[src/rtl/rv32i_ifetch.sv]
// rtl/rv32i_ifetch.sv - rv32i instruction fetch/prefetch stage with redirect flush
// Optional performance counters are enabled by defining IFETCH_PERF_EN.
module rv32i_ifetch #(
    parameter int unsigned DEPTH    = 4,
    parameter logic [31:0] RESET_PC = 32'h0000_0000
) (
    input  logic        clk,
    input  logic        rst,
    input  logic        redirect_valid,
    input  logic [31:0] redirect_pc,
    output logic        imem_req,
    output logic [31:0] imem_addr,
    input  logic        imem_gnt,
    input  logic        imem_rvalid,
    input  logic [31:0] imem_rdata,
    output logic        instr_valid,
    output logic [31:0] instr,
    output logic [31:0] instr_pc,
    input  logic        instr_ready
`ifdef IFETCH_PERF_EN
    ,
    output logic [31:0] perf_fetch_cnt,
    output logic [31:0] perf_stall_cnt,
    output logic [31:0] perf_flush_cnt
`endif
);

    localparam int unsigned AW = $clog2(DEPTH);
    localparam int unsigned CW = AW + 1;

    logic [31:0]   fetch_pc_q, fetch_pc_d;
    logic [31:0]   resp_pc_q, resp_pc_d;
    logic [CW-1:0] count_q, count_d;
    logic [CW-1:0] inflight_q, inflight_d;
    logic [CW-1:0] discard_q, discard_d;
    logic [AW-1:0] rd_ptr_q, rd_ptr_d;
    logic [AW-1:0] wr_ptr_q, wr_ptr_d;
    logic [31:0]   pc_mem_q   [DEPTH];
    logic [31:0]   data_mem_q [DEPTH];

    logic [CW:0]   occupancy;
    logic          issue;
    logic          drop;
    logic          push;
    logic          pop;
    logic [31:0]   redirect_word;
    logic          unused_redirect_lsb;

    assign redirect_word       = {redirect_pc[31:2], 2'b00};
    assign unused_redirect_lsb = ^redirect_pc[1:0];

    // Credit counts both buffered and outstanding words, so every response has a slot.
    assign occupancy = {1'b0, inflight_q} + {1'b0, count_q};
    assign imem_req  = !rst && !redirect_valid && (occupancy < (CW + 1)'(DEPTH));
    assign imem_addr = fetch_pc_q;

    assign issue = imem_req && imem_gnt;
    assign drop  = imem_rvalid && (redirect_valid || (discard_q != '0));
    assign push  = imem_rvalid && !drop;
    assign pop   = instr_valid && instr_ready && !redirect_valid;

    assign instr_valid = (count_q != '0);
    assign instr       = data_mem_q[rd_ptr_q];
    assign instr_pc    = pc_mem_q[rd_ptr_q];

    always_comb begin
        fetch_pc_d = fetch_pc_q;
        resp_pc_d  = resp_pc_q;
        count_d    = count_q;
        rd_ptr_d   = rd_ptr_q;
        wr_ptr_d   = wr_ptr_q;
        discard_d  = discard_q;
        inflight_d = inflight_q + CW'(issue) - CW'(imem_rvalid);

        if (redirect_valid) begin
            fetch_pc_d = redirect_word;
            resp_pc_d  = redirect_word;
            count_d    = '0;
            rd_ptr_d   = '0;
            wr_ptr_d   = '0;
            discard_d  = inflight_d;
        end else begin
            if (issue) begin
                fetch_pc_d = fetch_pc_q + 32'd4;
            end
            if (imem_rvalid && (discard_q != '0)) begin
                discard_d = discard_q - 1'b1;
            end
            if (push) begin
                resp_pc_d = resp_pc_q + 32'd4;
                wr_ptr_d  = wr_ptr_q + 1'b1;
            end
            if (pop) begin
                rd_ptr_d = rd_ptr_q + 1'b1;
            end
            count_d = count_q + CW'(push) - CW'(pop);
        end
    end

    always_ff @(posedge clk or posedge rst) begin
        if (rst) begin
            fetch_pc_q <= RESET_PC;
            resp_pc_q  <= RESET_PC;
            count_q    <= '0;
            inflight_q <= '0;
            discard_q  <= '0;
            rd_ptr_q   <= '0;
            wr_ptr_q   <= '0;
            for (int i = 0; i < DEPTH; i++) begin
                pc_mem_q[i]   <= '0;
                data_mem_q[i] <= '0;
            end
        end else begin
            fetch_pc_q <= fetch_pc_d;
            resp_pc_q  <= resp_pc_d;
            count_q    <= count_d;
            inflight_q <= inflight_d;
            discard_q  <= discard_d;
            rd_ptr_q   <= rd_ptr_d;
            wr_ptr_q   <= wr_ptr_d;
            if (push) begin
                pc_mem_q[wr_ptr_q]   <= resp_pc_q;
                data_mem_q[wr_ptr_q] <= imem_rdata;
            end
        end
    end

    always @(posedge clk) begin
        if (!rst) begin
            assert (!(push && (count_q == CW'(DEPTH))))
                else $fatal(1, "rv32i_ifetch: response pushed into full prefetch FIFO");
        end
    end

`ifdef IFETCH_PERF_EN
    logic [31:0] perf_fetch_q;
    logic [31:0] perf_stall_q;
    logic [31:0] perf_flush_q;

    assign perf_fetch_cnt = perf_fetch_q;
    assign perf_stall_cnt = perf_stall_q;
    assign perf_flush_cnt = perf_flush_q;

    always_ff @(posedge clk or posedge rst) begin
        if (rst) begin
            perf_fetch_q <= '0;
            perf_stall_q <= '0;
            perf_flush_q <= '0;
        end else begin
            perf_fetch_q <= perf_fetch_q + 32'(issue);
            perf_stall_q <= perf_stall_q + 32'(instr_ready && !instr_valid && !redirect_valid);
            perf_flush_q <= perf_flush_q + 32'(drop);
        end
    end
`endif

endmodule

[config.mk]
export PLATFORM = sky130hd
export DESIGN_NAME = rv32i_ifetch
export DESIGN_NICKNAME = d
export VERILOG_FILES = /design/src/rtl/rv32i_ifetch.sv
export SDC_FILE = /design/constraint.sdc
export NUM_CORES = 1
export LEC_CHECK = 0
export BUFFER_PORTS_ARGS = -buffer_cell sky130_fd_sc_hd__buf_2
export CAP_MARGIN = 5
export CORE_UTILIZATION = 50
export CTS_BUF_LIST = sky130_fd_sc_hd__clkbuf_16
export DETAILED_ROUTE_END_ITERATION = 16
export PLACE_DENSITY = 0.7
export SLEW_MARGIN = 30
export SYNTH_ARGS = -nofsm -noshare
export SYNTH_HDL_FRONTEND = slang
export SYNTH_SLANG_ARGS = --single-unit
[constraint.sdc]
create_clock -name clk -period 16.3 [get_ports clk]
set_clock_uncertainty 0.2 [all_clocks]
set_input_delay 4.075 -clock clk [delete_from_list [all_inputs] [get_ports clk]]
set_output_delay 4.075 -clock clk [all_outputs]
set_load 0.02 [all_outputs]
# Word-level counts from Yosys, hierarchy flattened
# Cells that the tools add are included.
# totals
ff_bits	333
latch_bits	0
mem_bits_rw	0
romBits	0
in_bits	70
out_inout_bits	98
elab_cells	71
n_memories	0
# op_classes
n_addsub	10
n_mul	0
div	0
magnitude_cmp	4
eq_ne	0
shifts	0
n_mux	21
bitwise	2
reduce_logical	19
# ops
op	n
two-way mux 32 bit	9
bitwise mux 128 bit	2
binary-select mux 32 bit (select 2 bit)	2
adder 32 x 3 -> 32 bit, second input constant	2
demux 32 bit (select 2 bit)	1
logical AND 1 bit	9
two-way mux 3 bit	3
two-way mux 2 bit	4
nonzero test 2 bit	4
adder 3 x 1 -> 3 bit	2
>= comparator 3 bit, second input constant	2
inverter 2 -> 3 bit	2
nonzero test 3 bit	2
subtractor 3 x 1 -> 3 bit	2
adder 2 x 1 -> 2 bit, second input constant	2
adder 3 x 3 -> 4 bit	1
< comparator 4 x 3 -> 1 bit, second input constant	1
zero test 1 bit	3
< comparator 3 x 1 -> 1 bit, second input constant	1
subtractor 3 x 1 -> 3 bit, second input constant	1
logical OR 1 bit	1

# Logic depth before layout (Yosys ltp)
# depth
word_depth	8
mapped_depth	13
ltp_nobuf	12

# Worst setup path before layout
# OpenSTA, ideal clock, no wires.
# synth_timing
kind	input to output
start	input redirect_valid
end	output imem_req
arrival_time_ns	5.129
required_ns	12.025
setup_slack_ns	6.896
path_stages	2
path_buffers	0
path_cell_list	or4_4 -> nor3_1
# synth_between
elab_chain_cells	3
# synth_rtl
element	line	source
from (decl)	9	input logic redirect_valid,
zero test 1 bit	54	assign imem_req = !rst && !redirect_valid && (occupancy < (CW + 1)'(DEPTH));
logical AND 1 bit (2 in a row)	54	
to (decl)	11	output logic imem_req,
# Every way passes these cells.

# Worst setup path in the final report
# Same ends and word-level chain as after synthesis.

==> flow_metrics.tcl <==
set metrics [dict create \
    finalSetupTns_ns 0 \
    grt_start_max_net_pins 100 \
    hold_viol_final 0 \
    required_ns 12.02 \
    drc_errors 0 \
    async_reset_ff_share_pct 100.0 \
    synth_area_um2 14650 \
    pin_count 168 \
    ys_warn_count 0 \
    p_per_area_nw_per_um2 156.3 \
    vias 9297 \
    power_leakage_nw 7.864 \
    final.period_utilization_pct 60.08 \
    slew_viol_final 0 \
    critPathBufInv 3 \
    crit_type "in -> out" \
    crit_path_start "redirect_valid" \
    dr.pass1.iters 5 \
    core_area_um2 28780 \
    cts.sinks 321 \
    fmax_mhz 102.1 \
    setup_violations 0 \
    htree_num_levels 2 \
    worst_pin_slew_ns 0.8846 \
    dp_hpwl_mm 18.74 \
    drt_iter0_markers 504 \
    clk_latency_ns 0.51 \
    ir_drop_mv 0.1082 \
    cts_setup_buffers 0 \
    synth_edf_count 0 \
    ant_nets 0 \
    start_util_pct 50.89 \
    cap_violations 0 \
    synth_top_area_share_pct 54.85 \
    synth_area_leaders "dfrtp_1 55%, mux2_2 17%, mux4_2 9.5%" \
    max_stage_delay_ns 0.63 \
    area_delta_synth_final_pct 15.05 \
    die_w_um 173.1 \
    power.share.switching_pct 32.18 \
    track_usage_pct 21.29 \
    nets 1308 \
    finalInstanceArea_um2 16850 \
    place_area_um2 15780 \
    worst_ep_arrival_time_ns 5.52 \
    synth_cells 1085 \
    holdWs_ns 0.2739 \
    relSlewSlack_pct 40.66 \
    drt_wl_total_mm 30.87 \
    antenna_found_initial 0 \
    max-clock-path-buffers 3 \
    grt_first_pass_wirelength_mm 50.95 \
    power.switching_uw 847.2 \
    clockRootBuffer "clkbuf_16" \
    synth_most_common_cell "dfrtp_1" \
    end_kind "output port" \
    p_int_mw 1.786 \
    drive_gt1_share_pct 41.45 \
    yosysSeqAreaShare_pct 54.85 \
    routedWlPerCell_um 18.95 \
    fp-row-count 62 \
    worstReg2RegStart "count_q[2]$_DFF_PP0_" \
    outcome "complete, no violations" \
    combPwrFrac_pct 30.8 \
    crit_path_frequent_cell "buf_2" \
    grt_remaining_overflow 0 \
    die_h_um 173.1 \
    critPathLaunchType "input pin" \
    n_antenna_cell 0 \
    synth_top_cell_by_area "dfrtp_1" \
    pwr-share-seq_pct 41.2 \
    die_area_um2 29980 \
    ys_types 48 \
    vias_per_cell 5.707 \
    path_max_fanout 67 \
    gp_congestion 0.8362 \
    cts_tree "built" \
    avgSynthCellArea_um2 13.50 \
    port_buffers 161 \
    cts_buffers 35 \
    period_needed_ns 9.794 \
    crit_chain "buf_2, buf_4, or4_4, nor3_1, buf_2" \
    hold_buffers 0 \
    cts.clk_slew.worst_paths_ns 0.06 \
    worstHoldStart "pc_mem_q[18]$_DFFE_PP0P_" \
    post_cts_resized 0 \
    synthFlopType "dfrtp_1" \
    ys_ff_latch 321 \
    clkPwrFrac_pct 28.0 \
    grt_pass1_vias 9578 \
    rsz0062_at_grt "no" \
    cp_top_family "simple AND/OR/NAND/NOR gates" \
    total_power_mw 2.633 \
    synthTopCellsByCount "321 x dfrtp_1, 225 x mux2_2, 86 x nand2_1" \
    hold_path.class "reg -> reg" \
    slowest_stage "or4_4" \
]
power by group through the flow:
stage	combinational (mW)	clock [mW]	sequential, mW
after detailed placement	0.824	0	1.10
final	0.810	0.737	1.09
after floorplan	0.617	0	1.06
after global placement	0.806	0	1.09
after CTS	0.825	0.752	1.09
after global routing	0.877	0.788	1.11
registers in the layout, indices dropped and copies added, names as in the netlist:
register,flops
count_q,3
data_mem_q,128
discard_q,3
imem_addr,30
inflight_q,3
pc_mem_q,120
rd_ptr_q,2
resp_pc_q,30
wr_ptr_q,2
placed cells by master, fill, tap and decap left out, types with 17 or more instances in the layout:
master       n
xnor2_1     33
nor3_1      17
buf_2      161
dfrtp_1    319
o21ai_0     66
nor2_1      30
nand3_1     24
mux4_2      62
mux2_2     225
nand2_1     82
clkbuf_16   37
inv_1       31
stage by stage:
step | cells | util (%) | setup WS [ns]
2_1_floorplan | 1088 | - | 3.140
3_3_place_gp | 1569 | 54.67 | 6.441
3_5_place_dp | 1569 | 54.83 | 6.505
4_1_cts | 1629 | 58.49 | 6.497
5_1_grt | 1629 | 58.54 | 6.406
6_report | 1629 | 58.54 | 6.506
per-layer routing:
metal  share of wire [%]  track usage [%]  up-vias  wire (µm)
li1                    -                -     4199          -
met1                  46            30.47     4792      14340
met2                  47            34.16      269      14500
met3                 5.2            3.430       37       1616
met4                 1.3            5.310        0        416
met5                   0                0        -          0
kinds of logic after synthesis:
group           after synthesis  synth area share [%]
compound gates              110                 4.408
xor+xnor                     43                 2.572
fa+ha+maj                    16                 1.469
buf+inv                      98                 2.768
flops                       321                 54.85
mux                         289                 26.97
other cells                   1               0.02561
simple gates                207                 6.937
path summary, 6_finish.rpt:
kind | slack, ns | cells past startpoint | to
min reg2reg | 0.27 | 2 | pc_mem_q[18]$_DFFE_PP0P_
max in group asynchronous | 11.09 | 3 | data_mem_q[125]$_DFFE_PP0P_
min | 0.27 | 2 | pc_mem_q[18]$_DFFE_PP0P_
max | 6.51 | 5 | imem_req
min in group asynchronous | 3.47 | 2 | imem_addr[2]$_DFFE_PP0N_
max reg2reg | 12.57 | 13 | discard_q[2]$_DFFE_PP0P_
tightest hold or removal path: cells and delay by family, from the launching register on:
kind / cells / cell delay, ns
simple gates: 1 / 0.04
compound gates: 1 / 0.06
flops: 1 / 0.34
layout make-up:
cell class	instances	area, µm²
clock buffers	37	925.9
clock inverters	23	127.6
fillers	2319	11930
inverters	27	108.9
multi-input cells	669	6299
flip-flops and latches	321	8038
well taps	384	480.5
repair buffers	168	869.6
Power figures use the tool's default switching activity.
